--- src/rtl/dhc_seq.sv ---
// dhc_seq: run controller for the direction-controlled hex counter.
//
// Turns start/stop requests into a divided count-enable pulse train, a one-cycle
// clear pulse and an up/down direction for the counter. In bounce mode the
// direction reverses at 0 and CNT_MAX; otherwise a wrap-around is flagged.
//
// Parameters:
//   DIV      clock cycles per count tick (2..256)
//   CNT_MAX  counter upper limit (counter wraps CNT_MAX <-> 0)
//   WIDTH    counter value width, CNT_MAX < 2**WIDTH
//
// Ports:
//   dhs_clk      rising-edge clock
//   dhs_rst      asynchronous active-low reset
//   dhs_start    start/resume request (level)
//   dhs_stop     pause/stop request (level)
//   dhs_dir      requested direction, 0 = up, 1 = down (non-bounce mode)
//   dhs_bounce   1 = reverse direction at the count limits
//   dhs_q        current counter value
//   dhs_cnt_en   one-cycle count enable to the counter
//   dhs_cnt_up   direction to the counter, 1 = up
//   dhs_cnt_clr  one-cycle synchronous clear to the counter
//   dhs_state    FSM state code (IDLE=0, RUN=1, PAUSE=2, CLEAR=3)
//   dhs_wrap     one-cycle wrap flag, one cycle after the wrapping count enable
//   dhs_wraps    saturating wrap count (only when DHS_WRAP_CNT_EN is defined)
//
// Build option: define DHS_WRAP_CNT_EN to add the dhs_wraps counter and port.

module dhc_seq #(
    parameter int unsigned DIV     = 4,
    parameter int unsigned CNT_MAX = 15,
    parameter int unsigned WIDTH   = 4
) (
    input  logic             dhs_clk,
    input  logic             dhs_rst,
    input  logic             dhs_start,
    input  logic             dhs_stop,
    input  logic             dhs_dir,
    input  logic             dhs_bounce,
    input  logic [WIDTH-1:0] dhs_q,
    output logic             dhs_cnt_en,
    output logic             dhs_cnt_up,
    output logic             dhs_cnt_clr,
    output logic [1:0]       dhs_state,
    output logic             dhs_wrap
`ifdef DHS_WRAP_CNT_EN
    ,
    output logic [7:0]       dhs_wraps
`endif
);

    localparam int unsigned PW = $clog2(DIV);
    localparam logic [PW-1:0] PreLast = PW'(DIV - 1);
    localparam logic [WIDTH-1:0] QMax = WIDTH'(CNT_MAX);

    typedef enum logic [1:0] {
        StIdle  = 2'd0,
        StRun   = 2'd1,
        StPause = 2'd2,
        StClear = 2'd3
    } state_e;

    state_e        state_q, state_d;
    logic [PW-1:0] presc_q, presc_d;
    logic          up_q, up_d;
    logic          wrap_q, wrap_d;
    logic          cnt_en;

    assign cnt_en = (state_q == StRun) && (presc_q == PreLast);

    always_comb begin
        state_d = state_q;
        presc_d = presc_q;
        up_d    = up_q;
        case (state_q)
            StIdle: begin
                if (dhs_start && !dhs_stop) state_d = StClear;
            end
            StClear: begin
                presc_d = '0;
                up_d    = ~dhs_dir;
                state_d = dhs_stop ? StIdle : StRun;
            end
            StRun: begin
                presc_d = (presc_q == PreLast) ? '0 : presc_q + 1'b1;
                // Direction only changes at prescaler 0, so it never moves under a pulse.
                if (presc_q == '0) begin
                    if (dhs_bounce) begin
                        if (dhs_q == QMax) begin
                            up_d = 1'b0;
                        end else if (dhs_q == '0) begin
                            up_d = 1'b1;
                        end
                    end else begin
                        up_d = ~dhs_dir;
                    end
                end
                if (dhs_stop) state_d = StPause;
            end
            StPause: begin
                if (dhs_stop) begin
                    state_d = StIdle;
                end else if (dhs_start) begin
                    state_d = StRun;
                end
            end
            default: state_d = StIdle;
        endcase
    end

    // A count enable at a limit in the current direction wraps the counter.
    always_comb begin
        wrap_d = cnt_en && !dhs_bounce &&
                 ((up_q && (dhs_q == QMax)) || (!up_q && (dhs_q == '0)));
    end

    always_ff @(posedge dhs_clk or negedge dhs_rst) begin
        if (!dhs_rst) begin
            state_q <= StIdle;
            presc_q <= '0;
            up_q    <= 1'b1;
            wrap_q  <= 1'b0;
        end else begin
            state_q <= state_d;
            presc_q <= presc_d;
            up_q    <= up_d;
            wrap_q  <= wrap_d;
        end
    end

`ifdef DHS_WRAP_CNT_EN
    logic [7:0] wraps_q, wraps_d;

    always_comb begin
        wraps_d = wraps_q;
        if (state_q == StClear) begin
            wraps_d = '0;
        end else if (wrap_q && (wraps_q != 8'hff)) begin
            wraps_d = wraps_q + 8'd1;
        end
    end

    always_ff @(posedge dhs_clk or negedge dhs_rst) begin
        if (!dhs_rst) begin
            wraps_q <= '0;
        end else begin
            wraps_q <= wraps_d;
        end
    end

    assign dhs_wraps = wraps_q;
`endif

    assign dhs_cnt_en  = cnt_en;
    assign dhs_cnt_up  = up_q;
    assign dhs_cnt_clr = (state_q == StClear);
    assign dhs_state   = state_q;
    assign dhs_wrap    = wrap_q;

endmodule

--- config.mk ---
export PLATFORM = sky130hd
export DESIGN_NAME = dhc_seq
export DESIGN_NICKNAME = d
export VERILOG_FILES = /design/src/rtl/dhc_seq.sv
export SDC_FILE = /design/constraint.sdc
export NUM_CORES = 1
export LEC_CHECK = 0
export ABC_AREA = 1
export ABC_CLOCK_PERIOD_IN_PS = 2900
export CAP_MARGIN = 40
export CORE_AREA = 4 4 41 43
export CTS_BUF_LIST = sky130_fd_sc_hd__clkbuf_4 sky130_fd_sc_hd__clkbuf_8
export CTS_CLUSTER_DIAMETER = 150
export DETAILED_ROUTE_END_ITERATION = 10
export DIE_AREA = 0 0 45 47
export GPL_TIMING_DRIVEN = 0
export HOLD_SLACK_MARGIN = 0.1
export PLACE_DENSITY = 0.58
export SKIP_LAST_GASP = 1
export SLEW_MARGIN = 10
export SYNTH_ARGS = -nofsm -noshare
export SYNTH_HDL_FRONTEND = slang
export SYNTH_SLANG_ARGS = --single-unit
--- constraint.sdc ---
create_clock -name dhs_clk -period 2.9 [get_ports dhs_clk]
set_input_delay 0.435 -clock dhs_clk [delete_from_list [all_inputs] [get_ports dhs_clk]]
set_output_delay 0.435 -clock dhs_clk [all_outputs]
set_load 0.05 [all_outputs]
Word-level counts from Yosys, hierarchy flattened
Cells that the tools add are included.
Widths: inputs -> output; s select.

storage, ports and cells
  bits in registers = 6
  input port bits = 10
  output and inout port bits = 6
  logic and storage cells = 45

cells by class
  add/sub/neg operators = 1
  equality and inequality tests = 10
  mux-type cells = 13
  bitwise logic cells = 1
  reduce and logical (&&, ||, !) cells = 16

operator list
  kind                 number
  $mux 2               5
  $pmux 2 s4           1
  $eq 2x2->1 const B   3
  $logic_and 1x1->1    6
  $reduce_and 3->1     2
  $mux 1               5
  $eq 4x4->1 const B   1
  $logic_not 2->1      2
  $logic_not 4->1      1
  $ne 2x2->1 const B   2
  $ne 4x2->1 const B   1
  $pmux 2 s2           1
  $logic_not 1->1      3
  $ne 3x3->1 const B   1
  $add 2x1->2 const B  1
  $eq 2x1->1 const B   1
  $ne 2x1->1 const B   1
  $pmux 1 s2           1
  $reduce_bool 2->1    1
  $logic_or 1x1->1     1
  $not 1->1            1

Longest topological paths before layout
Gate-level depths: netlist of the first run.

  depth after elaboration = 6
  mapped depth = 7
  gate-level depth less buffers = 7

Least setup slack after synthesis of the first run
OpenSTA, ideal clock, no wires.

  path type = flip-flop to output port
  start point = register state_q[0] (netlist: dhs_state[0])
  end point = output port dhs_cnt_clr
  arrival time = 1.234 ns
  required time = 2.465 ns
  slack = 1.231 ns
  stages on the path, launching flop included = 4
  path buffers = 1
  cells stage by stage = dfrtp_1 > buf_6 > nand2_1 > inv_1

on the way
  longest elaborated chain between the ends = 1

RTL lines
  what                    line  text
  start, declared         63    state_e state_q, state_d;
  start signal, assigned  119   state_q <= StIdle;
  start signal, assigned  124   state_q <= state_d;
  $eq 2x2->1              156   assign dhs_cnt_clr = (state_q == StClear);
  end, declared           43    output logic dhs_cnt_clr,

Every way passes these cells.

Final worst setup path of the first run
  start point = register state_q[1] (netlist: dhs_state[1])
  end point = output port dhs_cnt_en

on the way
  longest elaborated chain between the ends = 2

RTL lines
  what               line  text
  $eq 2x1->1         69    assign cnt_en = (state_q == StRun) && (presc_q == PreLast);
  $logic_and 1x1->1  69
  end, declared      41    output logic dhs_cnt_en,

Every way passes these cells.

==> results of run 1 <==
## metrics by stage
stage	area, um^2	hold WS (ps)	util	setup WS (ps)	power (uW)
global route	601	424	0.462	622	430
global placement	571	560	0.438	979	295
CTS	601	435	0.462	697	400
detailed placement	571	561	0.438	985	297
finish	601	431	0.462	718	391
floorplan	402	139	-	1230	245
## cell families after synthesis
kind of cell    count (synthesis)  synth area share
compound gates                  6            0.0779
fa+ha+maj                       2            0.0623
buf+inv                        13             0.140
flops                           6             0.377
simple gates                   26             0.343
## registers in the layout, indices dropped and copies added (netlist names)
signal,count
dhs_wrap,1
presc_q,2
dhs_cnt_up,1
dhs_state,2
## per-layer routing
| metal | track usage | routed length, um | vias up |
|---|---|---|---|
| met1 | 0.0831 | 278 | 176 |
| met3 | 0.0728 | 102 | 3 |
| li1 | - | - | 200 |
| met5 | 0 | 0 | - |
| met2 | 0.155 | 373 | 16 |
| met4 | 0.0702 | 17 | 0 |
## final cells by class
| cell class | count | area [um^2] | share of cell area |
|---|---|---|---|
| Timing Repair Buffer | 15 | 150 | 0.250 |
| Multi-Input combinational cell | 34 | 194 | 0.323 |
| Tap cell | 15 | 18.8 | 0.0313 |
| Inverter | 12 | 45.0 | 0.0750 |
| Clock buffer | 4 | 30.0 | 0.0500 |
| Sequential cell | 6 | 151 | 0.252 |
| Buffer | 1 | 11.3 | 0.0188 |
## cells in the final DEF (no fill, tap or decap)
cell type and instances:
a21oi_1 2, buf_6 1, clkbuf_4 4, clkdlybuf4s50_1 15, dfrtp_1 5, dfstp_2 1
ha_1 2, inv_1 11, inv_2 1, nand2_1 11, nand2_2 1, nand2_4 1
nand3_1 2, nand3_2 1, nand4_1 1, nor2_1 5, nor2_2 2, nor2_4 1
nor3_2 1, o21ai_0 2, o21ai_1 1, o22ai_1 1
## power breakdown
| group | leakage (uW) | internal, uW | total [uW] | switching [uW] |
|---|---|---|---|---|
| logic | 0.000205 | 66.2 | 170 | 104 |
| registers | 0.0000751 | 110 | 123 | 13.3 |
| clock network | 0.0000184 | 61.8 | 98.0 | 36.1 |
| total | 0.000298 | 238 | 391 | 153 |
## worst paths after layout
path / startpoint / end / slack, ps / depth (start not counted)
worst min-delay path: dhs_rst / dhs_state[1]$_DFFE_PN0P_ / 430 / 1
min in group dhs_clk: presc_q[0]$_DFFE_PN0P_ / presc_q[0]$_DFFE_PN0P_ / 560 / 3
max in group asynchronous: dhs_rst / dhs_cnt_up$_DFFE_PN1P_ / 2190 / 1
worst max register to register: presc_q[0]$_DFFE_PN0P_ / dhs_cnt_up$_DFFE_PN1P_ / 1890 / 7
worst max-delay path: dhs_state[1]$_DFFE_PN0P_ / dhs_cnt_en / 720 / 4
worst min register to register: presc_q[0]$_DFFE_PN0P_ / presc_q[0]$_DFFE_PN0P_ / 560 / 3
==> impl_metrics.yaml, run 1 <==
global_routing:
  grt_usage: 0.0969
  grt_pass1_vias: 338
  grt_pass1_wl_mm: 1.31
  antenna_found_initial: 0
  grt_max_degree: 9
  gr-total-overflow: 0
worst_setup_path:
  critical_path_class: "register to output pin"
  critPathBufInv: 2
  cp_slowest_cell: "clkdlybuf4s50_1"
  cp_top_family: "buffers and inverters"
  cp-start-kind: "register"
  arrival_ps: 1750
  worst-path-max-fanout: 4
  required_ps: 2470
  cp_slowest_stage_delay_ps: 800
  cp_cell_sequence: "inv_2 > nand2_4 > nor2_4 > clkdlybuf4s50_1"
  endpoint_kind: "output pin"
detailed_routing:
  via_per_inst: 4.54
  drt_iter0_drc: 3
  ant_nets: 0
  drt-pass1-iter-count: 4
  drc: 0
  wl_per_cell_um: 8.86
  via_count: 395
  wl_um: 771
placed_design:
  dp_hpwl_um: 648
  portBuffers: 15
  place_inst: 83
  place.gp.congestion: 0.710
die:
  fp.dieH_um: 47
  dieArea_um2: 2120
  die-width_um: 45
  start_util: 0.309
  rows: 13
  num_io_pins: 16
  core_um2: 1300
synth:
  synth_edf_count: 0
  synth_top_area_frac: 0.312
  ys_warn_count: 0
  syn_avg_cell_area_um2: 7.58
  synth_area_um2: 402
  ys_seq_area_frac: 0.377
  synth.area.top_cells: "dfrtp_1 (31%), inv_1 (10%), nand2_1 (10%), dfstp_2 (6.5%), ha_1 (6.2%)"
  synth_common_cells: "inv_1 (11), nand2_1 (11), dfrtp_1 (5), nor2_1 (5)"
  synth_nets: 65
  synth-main-ff-cell: "dfrtp_1"
  synth_cells: 53
  ys_ff_latch: 6
  ys_types: 20
  yosys.area.top_type: "dfrtp_1"
  async_flop_share: 1.00
clocking:
  cts_tree: "yes"
  clock-sinks: 6
  clk_path_buf_depth: 2
  clkTransAtPathRegs_ps: 50
  cts_root_buf: "clkbuf_4"
  ctsResizeCount: 0
  post_cts_buffers: 0
  htreeDepth: 1
  hold_buffers: 0
  clk-insertion-delay-late_ps: 250
  cts_made_buffers: 3
sta:
  fin_worst_skew_ps: 0.563
  max_freq_mhz: 458
  worstMarginPinSlew_ps: 499
  hold_viol_final: 0
  period_share: 0.752
  setup_viol: 0
  fin_tns_setup_ps: 0
  relSlewSlack: 0.667
  rsz0062_at_grt: "false"
  period_needed_ps: 2180
  slew_viol_final: 0
final_layout:
  nNetsFinal: 85
  fillers: 143
  syn2layout_area_growth_pct: 49.5
  final-instance-count-excl-fill: 87
  diodes: 0
  drive_above_1_share: 0.194
run:
  cap_violations: 0
min_path:
  hp-class: "primary input to asynchronous set/reset pin"
power_and_ir_drop:
  power.density_nw_per_um2: 650
  p_leak_uw: 0.000298
  ir_drop_uv: 337
run_status:
  status: "complete, no violations"
Note: power is estimated with default switching activity, not from simulation.
==> run 2, diff against run 1 <==
Settings changed: ABC_CLOCK_PERIOD_IN_PS 2900 to 1850, PLACE_DENSITY 0.58 to 0.6.
Clock period 2.9 ns to 1.85 ns, I/O delays scaled along.
==> run 2 against run 1 <==
  * Utilization is 0.29 points lower
  * Sequential share of layout area up 0.16 points
  * Sequential power grew 56%
  * Via count fell by 3.0%
  * Clock skew grew 2.8 ps
  * Final cell count stayed put
  * Total power is 54% higher
==> impl_metrics.yaml, run 2 (synthesis gave the netlist of run 1 again) <==
detailed_routing:
  wl_um: 804
  drt-pass1-iter-count: 2
  ant_nets: 0
  via_per_inst: 4.40
  drc: 0
  via_count: 383
  wl_per_cell_um: 9.24
  drt_iter0_drc: 4
sta:
  worstMarginPinSlew_ps: 500
  relSlewSlack: 0.666
  hold_viol_final: 0
  fin_hold_ws_ps: 278
  period_share: 0.954
  period_needed_ps: 1770
  max_freq_mhz: 566
  slew_viol_final: 0
  fin_worst_skew_ps: 3.32
  fin_tns_setup_ps: 0
  rsz0062_at_grt: "false"
  setup_viol: 0
power_and_ir_drop:
  p_leak_uw: 0.000308
  ir_drop_uv: 411
  sw_frac_of_total: 0.400
  power.density_nw_per_um2: 1010
  p_total_uw: 603
  internal-power_uw: 362
  power_frac_clock: 0.254
  p_seq_frac: 0.318
  comb_power_share: 0.428
  p_switching_uw: 242
die:
  start_util: 0.309
  core_um2: 1300
  num_io_pins: 16
  rows: 13
  fp.dieH_um: 47
  die-width_um: 45
  dieArea_um2: 2120
worst_setup_path:
  cp_slowest_cell: "clkdlybuf4s50_1"
  arrival_ps: 1490
  endpoint_kind: "output pin"
  cp_cell_sequence: "clkdlybuf4s50_1"
  critPathBufInv: 1
  cp_slowest_stage_delay_ps: 830
  worst-path-max-fanout: 4
  required_ps: 1570
  critical_path_class: "register to output pin"
  cp_top_family: "buffers and inverters"
  cp-start-kind: "register"
final_layout:
  syn2layout_area_growth_pct: 48.6
  drive_above_1_share: 0.194
  diodes: 0
  layout_commonest_cell: "clkdlybuf4s50_1"
  nNetsFinal: 85
  mostFrequentLayoutCells: "clkdlybuf4s50_1 (12), inv_1 (11), nand2_1 (11), nor2_1 (5), dfrtp_1 (5)"
  final_core_util: 0.459
global_routing:
  grt_max_degree: 9
  grt_pass1_vias: 330
  grt_pass1_wl_mm: 1.25
  antenna_found_initial: 0
  gr-total-overflow: 0
  grt_usage: 0.0873
clocking:
  clkTransAtPathRegs_ps: 50
  htreeDepth: 1
  clock-sinks: 6
  cts_made_buffers: 3
  cts_root_buf: "clkbuf_4"
  clk-insertion-delay-late_ps: 250
  clk_path_buf_depth: 2
  cts_tree: "yes"
run_status:
  status: "complete, no violations"
run:
  cap_violations: 0
placed_design:
  place.gp.congestion: 0.769
  dp_hpwl_um: 652
  portBuffers: 15
min_path:
  hp-class: "primary input to asynchronous set/reset pin"
==> run 2: cell types whose count changed in the layout (fill, tap and decap cells not counted), sizes merged <==
cell,change
clkdlybuf4s50,-3
dlygate4sd2,+3
==> run 2: cell type report <==
| type | instances | area (um^2) |
|---|---|---|
| Multi-Input combinational cell | 34 | 194 |
| Clock buffer | 4 | 30.0 |
| Tap cell | 15 | 18.8 |
| Buffer | 1 | 11.3 |
| Sequential cell | 6 | 151 |
| Timing Repair Buffer | 15 | 146 |
| Inverter | 12 | 45.0 |
| Fill cell | 134 | 704 |
==> run 2: worst reg2reg max path, stage by stage (launching register included) <==
cell and delay [ps]:
dfrtp_1 370, inv_1 90, ha_1 230, nand3_1 80
o21ai_0 100
==> run 2: routing by layer <==
metal / wire length (um) / part of all wire / up-vias / GRT usage
met5: 0 / 0 / - / 0
met4: 0 / 0 / 0 / 0.0175
met3: 94 / 0.12 / 0 / 0.0690
met2: 382 / 0.48 / 14 / 0.141
met1: 327 / 0.41 / 169 / 0.0899
li1: - / - / 200 / -
==> run 2: path summary, 6_finish.rpt <==
check,start,endpoint,slack [ps],cells after the start
worst max-delay path,dhs_state[1]$_DFFE_PN0P_,dhs_state[1],80,1
worst min-delay path,dhs_rst,dhs_state[1]$_DFFE_PN0P_,280,1
worst max register to register,presc_q[0]$_DFFE_PN0P_,presc_q[1]$_DFFE_PN0P_,850,4
worst min register to register,presc_q[0]$_DFFE_PN0P_,presc_q[0]$_DFFE_PN0P_,570,3
max in group asynchronous,dhs_rst,dhs_cnt_up$_DFFE_PN1P_,1290,1
min in group dhs_clk,presc_q[0]$_DFFE_PN0P_,presc_q[0]$_DFFE_PN0P_,570,3
==> run 2: what timing repair did <==
action / CTS / global route
resized for setup: 3 / 0
setup buffers: 0 / 0
hold buffers: 0 / 0
hold endpoints to repair: 0 / 0
setup endpoints to repair: 3 / 0
==> run 2: stage by stage <==
stage	cell area, um^2	setup slack, ps	instances
floorplan	402	339	53
global placement	571	84.8	83
detailed placement	571	87.7	83
CTS	597	80.1	87
global route	597	34.7	87
finish	597	84.3	87
==> run 2: power by group through the flow <==
stage                     logic [uW]  registers [uW]  clock network [uW]
after global routing             292             198                 168
final                            258             192                 153
after detailed placement         271             195                   0
after CTS                        262             192                 158
after floorplan                  134             249                   0
after global placement           266             195                   0
